--- config.mk ---
export PLATFORM = sky130hd
export DESIGN_NAME = cvt_timing_gen
export DESIGN_NICKNAME = d
export VERILOG_FILES = /design/src/rtl/cvt_gen_pkg.sv /design/src/rtl/cvt_axis_counter.sv /design/src/rtl/cvt_timing_gen.sv
export SDC_FILE = /design/constraint.sdc
export NUM_CORES = 1
export LEC_CHECK = 0
export CAP_MARGIN = 10
export CORE_MARGIN = 4
export CORE_UTILIZATION = 64
export CTS_CLUSTER_DIAMETER = 200
export DETAILED_ROUTE_END_ITERATION = 8
export GPL_ROUTABILITY_DRIVEN = 1
export PLACE_DENSITY = 0.88
export SLEW_MARGIN = 5
export SYNTH_ARGS = -nofsm -noshare
export SYNTH_HDL_FRONTEND = slang
export SYNTH_SLANG_ARGS = --single-unit
--- constraint.sdc ---
create_clock -name clock -period 12.7 [get_ports clock]
set_input_delay 3.175 -clock clock [delete_from_list [all_inputs] [get_ports clock]]
set_output_delay 3.175 -clock clock [all_outputs]
set_load 0.01 [all_outputs]
--- src/rtl/cvt_gen_pkg.sv ---
// Shared types for the CVT raster timing generator: FSM states, polarity bit
// positions and the latched configuration record.
package cvt_gen_pkg;

   localparam int CFG_CW        = 16;
   localparam int VSYNC_POS_POL = 0;
   localparam int HSYNC_POS_POL = 1;

   typedef enum logic [1:0] {
      IDLE  = 2'd0,
      CHECK = 2'd1,
      RUN   = 2'd2,
      DONE  = 2'd3
   } state_t;

   typedef struct packed {
      logic [CFG_CW-1:0] h_active;
      logic [CFG_CW-1:0] h_fp;
      logic [CFG_CW-1:0] h_sync;
      logic [CFG_CW-1:0] h_bp;
      logic [CFG_CW-1:0] v_active;
      logic [CFG_CW-1:0] v_fp;
      logic [CFG_CW-1:0] v_sync;
      logic [CFG_CW-1:0] v_bp;
      logic [1:0]        polarities;
      logic              interlaced;
   } cvt_cfg_t;

   // Both polarities positive so the idle sync level comes out as 0.
   localparam cvt_cfg_t CFG_RESET = '{
      h_active:   {CFG_CW{1'b0}},
      h_fp:       {CFG_CW{1'b0}},
      h_sync:     {CFG_CW{1'b0}},
      h_bp:       {CFG_CW{1'b0}},
      v_active:   {CFG_CW{1'b0}},
      v_fp:       {CFG_CW{1'b0}},
      v_sync:     {CFG_CW{1'b0}},
      v_bp:       {CFG_CW{1'b0}},
      polarities: 2'b11,
      interlaced: 1'b0
   };

endpackage

--- src/rtl/cvt_axis_counter.sv ---
// One raster axis: counts through active, front porch, sync and back porch
// regions and flags the wrap plus active/sync region membership.
module cvt_axis_counter #(
   parameter int CW = 16
) (
   input  logic          clock,
   input  logic          resetn,
   input  logic          clear,
   input  logic          en,
   input  logic [CW-1:0] active,
   input  logic [CW-1:0] fp,
   input  logic [CW-1:0] sync,
   input  logic [CW-1:0] bp,
   input  logic          extra_line,
   output logic [CW+1:0] pos,
   output logic          wrap,
   output logic          in_active,
   output logic          in_sync
);

   localparam int SW = CW + 2;

   logic [SW-1:0] pos_r;
   logic [SW-1:0] sync_start_s;
   logic [SW-1:0] sync_end_s;
   logic [SW-1:0] total_s;

   // Region boundaries are summed two bits wider so four full-scale fields fit.
   assign sync_start_s = SW'(active) + SW'(fp);
   assign sync_end_s   = sync_start_s + SW'(sync);
   assign total_s      = sync_end_s + SW'(bp) + SW'(extra_line);

   assign pos       = pos_r;
   assign wrap      = en && (pos_r == (total_s - SW'(1'b1)));
   assign in_active = (pos_r < SW'(active));
   assign in_sync   = (pos_r >= sync_start_s) && (pos_r < sync_end_s);

   // Position register: cleared before each run, advances when enabled.
   always_ff @(posedge clock) begin
      if (!resetn) begin
         pos_r <= {SW{1'b0}};
      end else if (clear || wrap) begin
         pos_r <= {SW{1'b0}};
      end else if (en) begin
         pos_r <= pos_r + SW'(1'b1);
      end else begin
         pos_r <= pos_r;
      end
   end

endmodule

--- src/rtl/cvt_timing_gen.sv ---
// CVT raster timing generator with start/busy/done/stall call handshake.
// Optional interlaced fields are built in when CVT_GEN_INTERLACE_EN is defined.
module cvt_timing_gen
   import cvt_gen_pkg::*;
#(
   parameter int CW  = 16,
   parameter int FCW = 16
) (
   input  logic           clock,
   input  logic           resetn,
   input  logic           start,
   output logic           busy,
   output logic           done,
   input  logic           stall,
   output logic           returndata,
   input  logic [CW-1:0]  h_active,
   input  logic [CW-1:0]  h_fp,
   input  logic [CW-1:0]  h_sync,
   input  logic [CW-1:0]  h_bp,
   input  logic [CW-1:0]  v_active,
   input  logic [CW-1:0]  v_fp,
   input  logic [CW-1:0]  v_sync,
   input  logic [CW-1:0]  v_bp,
   input  logic [1:0]     polarities,
   input  logic           interlaced,
   input  logic [FCW-1:0] frame_count,
   input  logic           stop,
   output logic           hsync,
   output logic           vsync,
   output logic           de,
   output logic           field,
   output logic           frame_start
);

   localparam int SW = CW + 2;

   state_t         state_r, state_s;
   cvt_cfg_t       cfg_r;
   logic [FCW-1:0] frame_max_r, frame_cnt_r;
   logic           stop_seen_r, field_r;
   logic           busy_r, done_r, retdata_r;
   logic           hsync_r, vsync_r, de_r, field_out_r, frame_start_r;

   logic [SW-1:0]  h_pos_s, v_pos_s;
   logic           h_wrap_s, v_wrap_s, h_act_s, v_act_s, h_sync_s, v_sync_s;
   logic           run_s, clear_s, interlace_on_s, extra_line_s, vs_act_s;
   logic           frame_end_s, last_frame_s, cfg_err_s;

   assign run_s   = (state_r == RUN);
   assign clear_s = (state_r == CHECK);

   assign cfg_err_s = (cfg_r.h_active == {CFG_CW{1'b0}}) || (cfg_r.h_sync == {CFG_CW{1'b0}}) ||
                      (cfg_r.v_active == {CFG_CW{1'b0}}) || (cfg_r.v_sync == {CFG_CW{1'b0}});

   cvt_axis_counter #(.CW(CW)) u_h_cnt (
      .clock      (clock),
      .resetn     (resetn),
      .clear      (clear_s),
      .en         (run_s),
      .active     (CW'(cfg_r.h_active)),
      .fp         (CW'(cfg_r.h_fp)),
      .sync       (CW'(cfg_r.h_sync)),
      .bp         (CW'(cfg_r.h_bp)),
      .extra_line (1'b0),
      .pos        (h_pos_s),
      .wrap       (h_wrap_s),
      .in_active  (h_act_s),
      .in_sync    (h_sync_s)
   );

   cvt_axis_counter #(.CW(CW)) u_v_cnt (
      .clock      (clock),
      .resetn     (resetn),
      .clear      (clear_s),
      .en         (run_s && h_wrap_s),
      .active     (CW'(cfg_r.v_active)),
      .fp         (CW'(cfg_r.v_fp)),
      .sync       (CW'(cfg_r.v_sync)),
      .bp         (CW'(cfg_r.v_bp)),
      .extra_line (extra_line_s),
      .pos        (v_pos_s),
      .wrap       (v_wrap_s),
      .in_active  (v_act_s),
      .in_sync    (v_sync_s)
   );

`ifdef CVT_GEN_INTERLACE_EN
   logic [SW-1:0] half_s, vs_start_s, vs_end_s;

   assign interlace_on_s = cfg_r.interlaced;
   assign extra_line_s   = field_r;
   assign half_s     = (SW'(cfg_r.h_active) + SW'(cfg_r.h_fp) + SW'(cfg_r.h_sync) + SW'(cfg_r.h_bp)) >> 1;
   assign vs_start_s = SW'(cfg_r.v_active) + SW'(cfg_r.v_fp);
   assign vs_end_s   = vs_start_s + SW'(cfg_r.v_sync);

   // Second field moves both vsync edges to the middle of the line.
   always_comb begin
      vs_act_s = v_sync_s;
      if (field_r) begin
         vs_act_s = (v_sync_s && !((v_pos_s == vs_start_s) && (h_pos_s < half_s))) ||
                    ((v_pos_s == vs_end_s) && (h_pos_s < half_s));
      end else begin
         vs_act_s = v_sync_s;
      end
   end
`else
   logic unused_s;

   assign interlace_on_s = 1'b0;
   assign extra_line_s   = 1'b0;
   assign vs_act_s       = v_sync_s;
   assign unused_s       = interlaced ^ cfg_r.interlaced;
`endif

   // An interlaced frame ends only after its second field.
   assign frame_end_s  = v_wrap_s && (!interlace_on_s || field_r);
   assign last_frame_s = (frame_max_r != {FCW{1'b0}}) && (frame_cnt_r == (frame_max_r - FCW'(1'b1)));

   // Next-state logic for the call FSM.
   always_comb begin
      state_s = state_r;
      case (state_r)
         IDLE: begin
            if (start) state_s = CHECK;
            else       state_s = IDLE;
         end
         CHECK: begin
            if (cfg_err_s) state_s = DONE;
            else           state_s = RUN;
         end
         RUN: begin
            if (frame_end_s && (last_frame_s || stop_seen_r)) state_s = DONE;
            else                                              state_s = RUN;
         end
         DONE: begin
            if (!stall) state_s = IDLE;
            else        state_s = DONE;
         end
         default: state_s = IDLE;
      endcase
   end

   // FSM state register.
   always_ff @(posedge clock) begin
      if (!resetn) state_r <= IDLE;
      else         state_r <= state_s;
   end

   // Handshake flags, latched configuration and frame/stop bookkeeping.
   always_ff @(posedge clock) begin
      if (!resetn) begin
         busy_r      <= 1'b0;
         done_r      <= 1'b0;
         retdata_r   <= 1'b0;
         cfg_r       <= CFG_RESET;
         frame_max_r <= {FCW{1'b0}};
         frame_cnt_r <= {FCW{1'b0}};
         stop_seen_r <= 1'b0;
         field_r     <= 1'b0;
      end else begin
         busy_r <= (state_s != IDLE);
         done_r <= (state_s == DONE);
         case (state_r)
            IDLE: begin
               if (start) begin
                  cfg_r <= '{h_active: CFG_CW'(h_active), h_fp: CFG_CW'(h_fp),
                             h_sync: CFG_CW'(h_sync), h_bp: CFG_CW'(h_bp),
                             v_active: CFG_CW'(v_active), v_fp: CFG_CW'(v_fp),
                             v_sync: CFG_CW'(v_sync), v_bp: CFG_CW'(v_bp),
                             polarities: polarities, interlaced: interlaced};
                  frame_max_r <= frame_count;
               end
            end
            CHECK: begin
               retdata_r   <= !cfg_err_s;
               frame_cnt_r <= {FCW{1'b0}};
               stop_seen_r <= 1'b0;
               field_r     <= 1'b0;
            end
            RUN: begin
               // A stop on the wrap cycle itself belongs to the following frame.
               if (frame_end_s) begin
                  frame_cnt_r <= frame_cnt_r + FCW'(1'b1);
                  stop_seen_r <= stop;
               end else begin
                  stop_seen_r <= stop_seen_r | stop;
               end
               if (v_wrap_s && interlace_on_s) field_r <= ~field_r;
            end
            DONE: begin
               if (!stall) cfg_r.polarities <= 2'b11;
            end
            default: ;
         endcase
      end
   end

   // Raster outputs, one cycle behind the counters; inactive levels outside RUN.
   always_ff @(posedge clock) begin
      if (!resetn) begin
         hsync_r       <= 1'b0;
         vsync_r       <= 1'b0;
         de_r          <= 1'b0;
         field_out_r   <= 1'b0;
         frame_start_r <= 1'b0;
      end else if (run_s) begin
         hsync_r       <= ~(h_sync_s ^ cfg_r.polarities[HSYNC_POS_POL]);
         vsync_r       <= ~(vs_act_s ^ cfg_r.polarities[VSYNC_POS_POL]);
         de_r          <= h_act_s && v_act_s;
         field_out_r   <= field_r;
         frame_start_r <= (h_pos_s == {SW{1'b0}}) && (v_pos_s == {SW{1'b0}});
      end else begin
         hsync_r       <= ~cfg_r.polarities[HSYNC_POS_POL];
         vsync_r       <= ~cfg_r.polarities[VSYNC_POS_POL];
         de_r          <= 1'b0;
         field_out_r   <= 1'b0;
         frame_start_r <= 1'b0;
      end
   end

   assign busy        = busy_r;
   assign done        = done_r;
   assign returndata  = retdata_r;
   assign hsync       = hsync_r;
   assign vsync       = vsync_r;
   assign de          = de_r;
   assign field       = field_out_r;
   assign frame_start = frame_start_r;

endmodule

==> metrics.csv <==
metric;value;unit
synth_top_flop_cell;dfxtp_1;
vias_per_cell;6.157;
cellLeakagePower;8.269;nW
insertedDiodeCount;0;
coreArea;0.02540;mm²
slew_violations;0;
worstSkewPairLatency;0.52;ns
netlist_instances;2177;
drt-total-wl;46.96;mm
vias;16180;
power_density;180.9;mW/mm²
period_needed;8.817;ns
synth_area_per_cell;7.650;µm²
min_path_cells;2;
htreeDepth;1;
nFillCells;1925;
skew;0.01008;ns
cts_made_buffers;23;
synth_area;0.01665;mm²
synth_compound_area_share;20.57;%
peakVddDrop;168.5;µV
drv_cap;0;
synth_edf_count;0;
drcViolationCount;0;
grt.met3_usage;5.730;%
yosys_register_bits;208;
grt_pass1_vias;15590;
firstDrtPassIters;8;
clk_pin_slew;0.06;ns
arrival;9.26;ns
synth_top_area_share;25.00;%
use_met1;42.58;%
holdCritPathClass;reg2reg;
cts_tree;done;
nets;2670;
cts_setup_buffers;0;
synth.mux.area_fraction;1.172;%
clock_path_buffers;3;
ctsHoldBuffers;0;
dieArea;0.02867;mm²
critPathMaxFanout;15;
place.gp.congestion;0.9247;
path_class;reg2reg;
grt_busiest_layer;met2;
layout-drive-gt1-share;2.785;%
synth_largest_area_cell;dfxtp_1;
pre_cts_slack;4.171;ns
yosysUniqueCellTypes;80;
numPortBuffers;157;
worst_slew_pin_slew;0.9742;ns
outcome;finished, final reports clean;
grt_pass1_wl;75.49;mm
synthAdderAreaFrac;17.97;%
setup_ws;3.883;ns
track_usage;31.62;%
cp-start-kind;flop;
cts_resized;0;
die_x;169.3;µm
finalHoldViolations;0;
io_pins;160;
ant_nets;0;
maxSlewHeadroom;35.05;%
synthArstFlopShare;0;%
rrSetupSlack;3.88;ns
synth_top_family_by_area;compound AO/OA/AOI/OAI gates;
period_share;69.43;%
drtIter0Drc;1446;
yosys-top-cells-area;dfxtp_1 (25%), ha_1 (17%), nand2_1 (8.0%);
setup_viol;0;
grt_max_degree;94;
dp_hpwl;35.79;mm
cts_root_buffer;clkbuf_16;
grt_antenna_before_repair;0;
final.setup.tns;0;ns
synthSimpleGateAreaFrac;20.25;%
cp-end-kind;flop;
seq_area_frac_synth;25.00;%
grt_overflow_total;0;
cts_sinks;208;
die_h;169.3;µm
synth_xor_area_share;8.678;%
syn_to_final_growth;14.91;%
cp_slowest_stage_delay;0.93;ns
required;13.15;ns
start_util;65.57;%
yosys_warnings;0;
globalRouteMet2Util;51.65;%
rsz0062_at_grt;false;
syn-num-nets;2563;
clock.fmax;0.1134;GHz
cp_slowest_cell;a2111oi_4;
rows;58;
reg2reg_depth;30;
wl_per_cell;17.87;µm
-- worst max-delay path, delay by kind of cell (launching register included) --
family	cells	cell delay [ns]
AOI/OAI and AO/OA	17	4.61
and+or+nand+nor	5	1.42
adders and majority gates	4	1.39
xor gates and xnor gates	3	0.82
DFF	1	0.40
buffers and inverters	1	0.05
-- layout by cell type (no fill, tap or decap), types with 7 or more instances in the layout --
cell type,instances
nor3_1,30
nand3_1,40
o21bai_1,11
a21o_1,55
nand4_1,29
xor2_1,81
xnor2_1,84
a211o_1,7
and4_1,8
nand2_1,356
or3_1,15
a21oi_1,242
ha_1,228
a31oi_1,10
clkdlybuf4s50_1,157
and3_1,22
mux2i_1,15
o21ai_0,65
nor2_1,116
o211ai_1,18
nor4_1,28
inv_1,195
o21a_1,28
clkbuf_16,23
a211oi_1,19
or4_1,7
nor2b_1,15
o2111ai_1,9
nand2b_1,33
dfxtp_1,208
o31ai_1,9
-- worst paths after layout --
kind	from	to
max	cfg_r[115]$_SDFFE_PN0P_	frame_cnt_r[15]$_SDFFE_PN0P_
min	cfg_r[11]$_SDFFE_PN0P_	cfg_r[11]$_SDFFE_PN0P_
max reg2reg	cfg_r[115]$_SDFFE_PN0P_	frame_cnt_r[15]$_SDFFE_PN0P_
min reg2reg	cfg_r[11]$_SDFFE_PN0P_	cfg_r[11]$_SDFFE_PN0P_
-- layer usage --
metal / routed length [µm] / part of all wire [%] / up-vias
met1: 20030 / 43 / 7580
met3: 4190 / 8.9 / 117
met5: 0 / 0 / -
met2: 21190 / 45 / 680
li1: - / - / 7803
met4: 1554 / 3.3 / 0
-- area by class of cell --
class                   count  area (µm²)  share of cell area (%)
well taps                 330       412.9                   2.158
repair buffers            163        1617                   8.448
multi-input cells        1692       11440                   59.81
clock inverters             7       90.09                  0.4708
clock buffers              32       669.4                   3.498
flip-flops and latches    208        4164                   21.76
inverters                 196       738.2                   3.858
-- stage by stage --
stage               total power, mW  cell area, µm²  cells  hold WS [ns]  utilization [%]
global placement              2.684           18380   2589        0.4436            72.35
global route                  3.717           19140   2628        0.4800            75.34
CTS                           3.440           19140   2628        0.4560            75.34
detailed placement            2.746           18380   2589        0.4479            72.35
floorplan                     2.288           16650   2177        0.4363                -
finish                        3.461           19140   2628        0.4511            75.34
-- cell families after synthesis --
logic type / after synthesis
fa+ha+maj: 236
simple gates: 731
compound gates: 541
buf+inv: 277
xor+xnor: 165
mux: 18
other cells: 1
flops: 208
-- report_power, final --
group,internal (mW),switching [mW]
Sequential,0.713,0.0565
Combinational,0.832,1.18
Clock,0.406,0.273
-- cells in the mapped netlist, types with 10 or more instances --
cell / number
nor3_1: 30
xor2_1: 81
o21ai_0: 65
a31oi_1: 10
clkbuf_1: 67
nand2_1: 357
or3_1: 15
a211oi_1: 19
o21bai_1: 11
and3_1: 22
nand2b_1: 33
nor2b_1: 15
a21o_1: 55
ha_1: 228
xnor2_1: 84
a21oi_1: 242
nor2_1: 116
nand3_1: 40
o21a_1: 28
o211ai_1: 18
dfxtp_1: 208
nor4_1: 28
mux2i_1: 15
nand4_1: 29
inv_1: 195
-- sequential cells by signal, indices dropped and copies added, names as in the netlist --
register     flops
u_h_cnt.pos     18
frame_cnt_r     16
done             1
stop_seen_r      1
cfg_r          130
frame_start      1
de               1
vsync            1
hsync            1
u_v_cnt.pos     18
returndata       1
state_r          2
busy             1
frame_max_r     16
(Power assumes the default switching activity.)
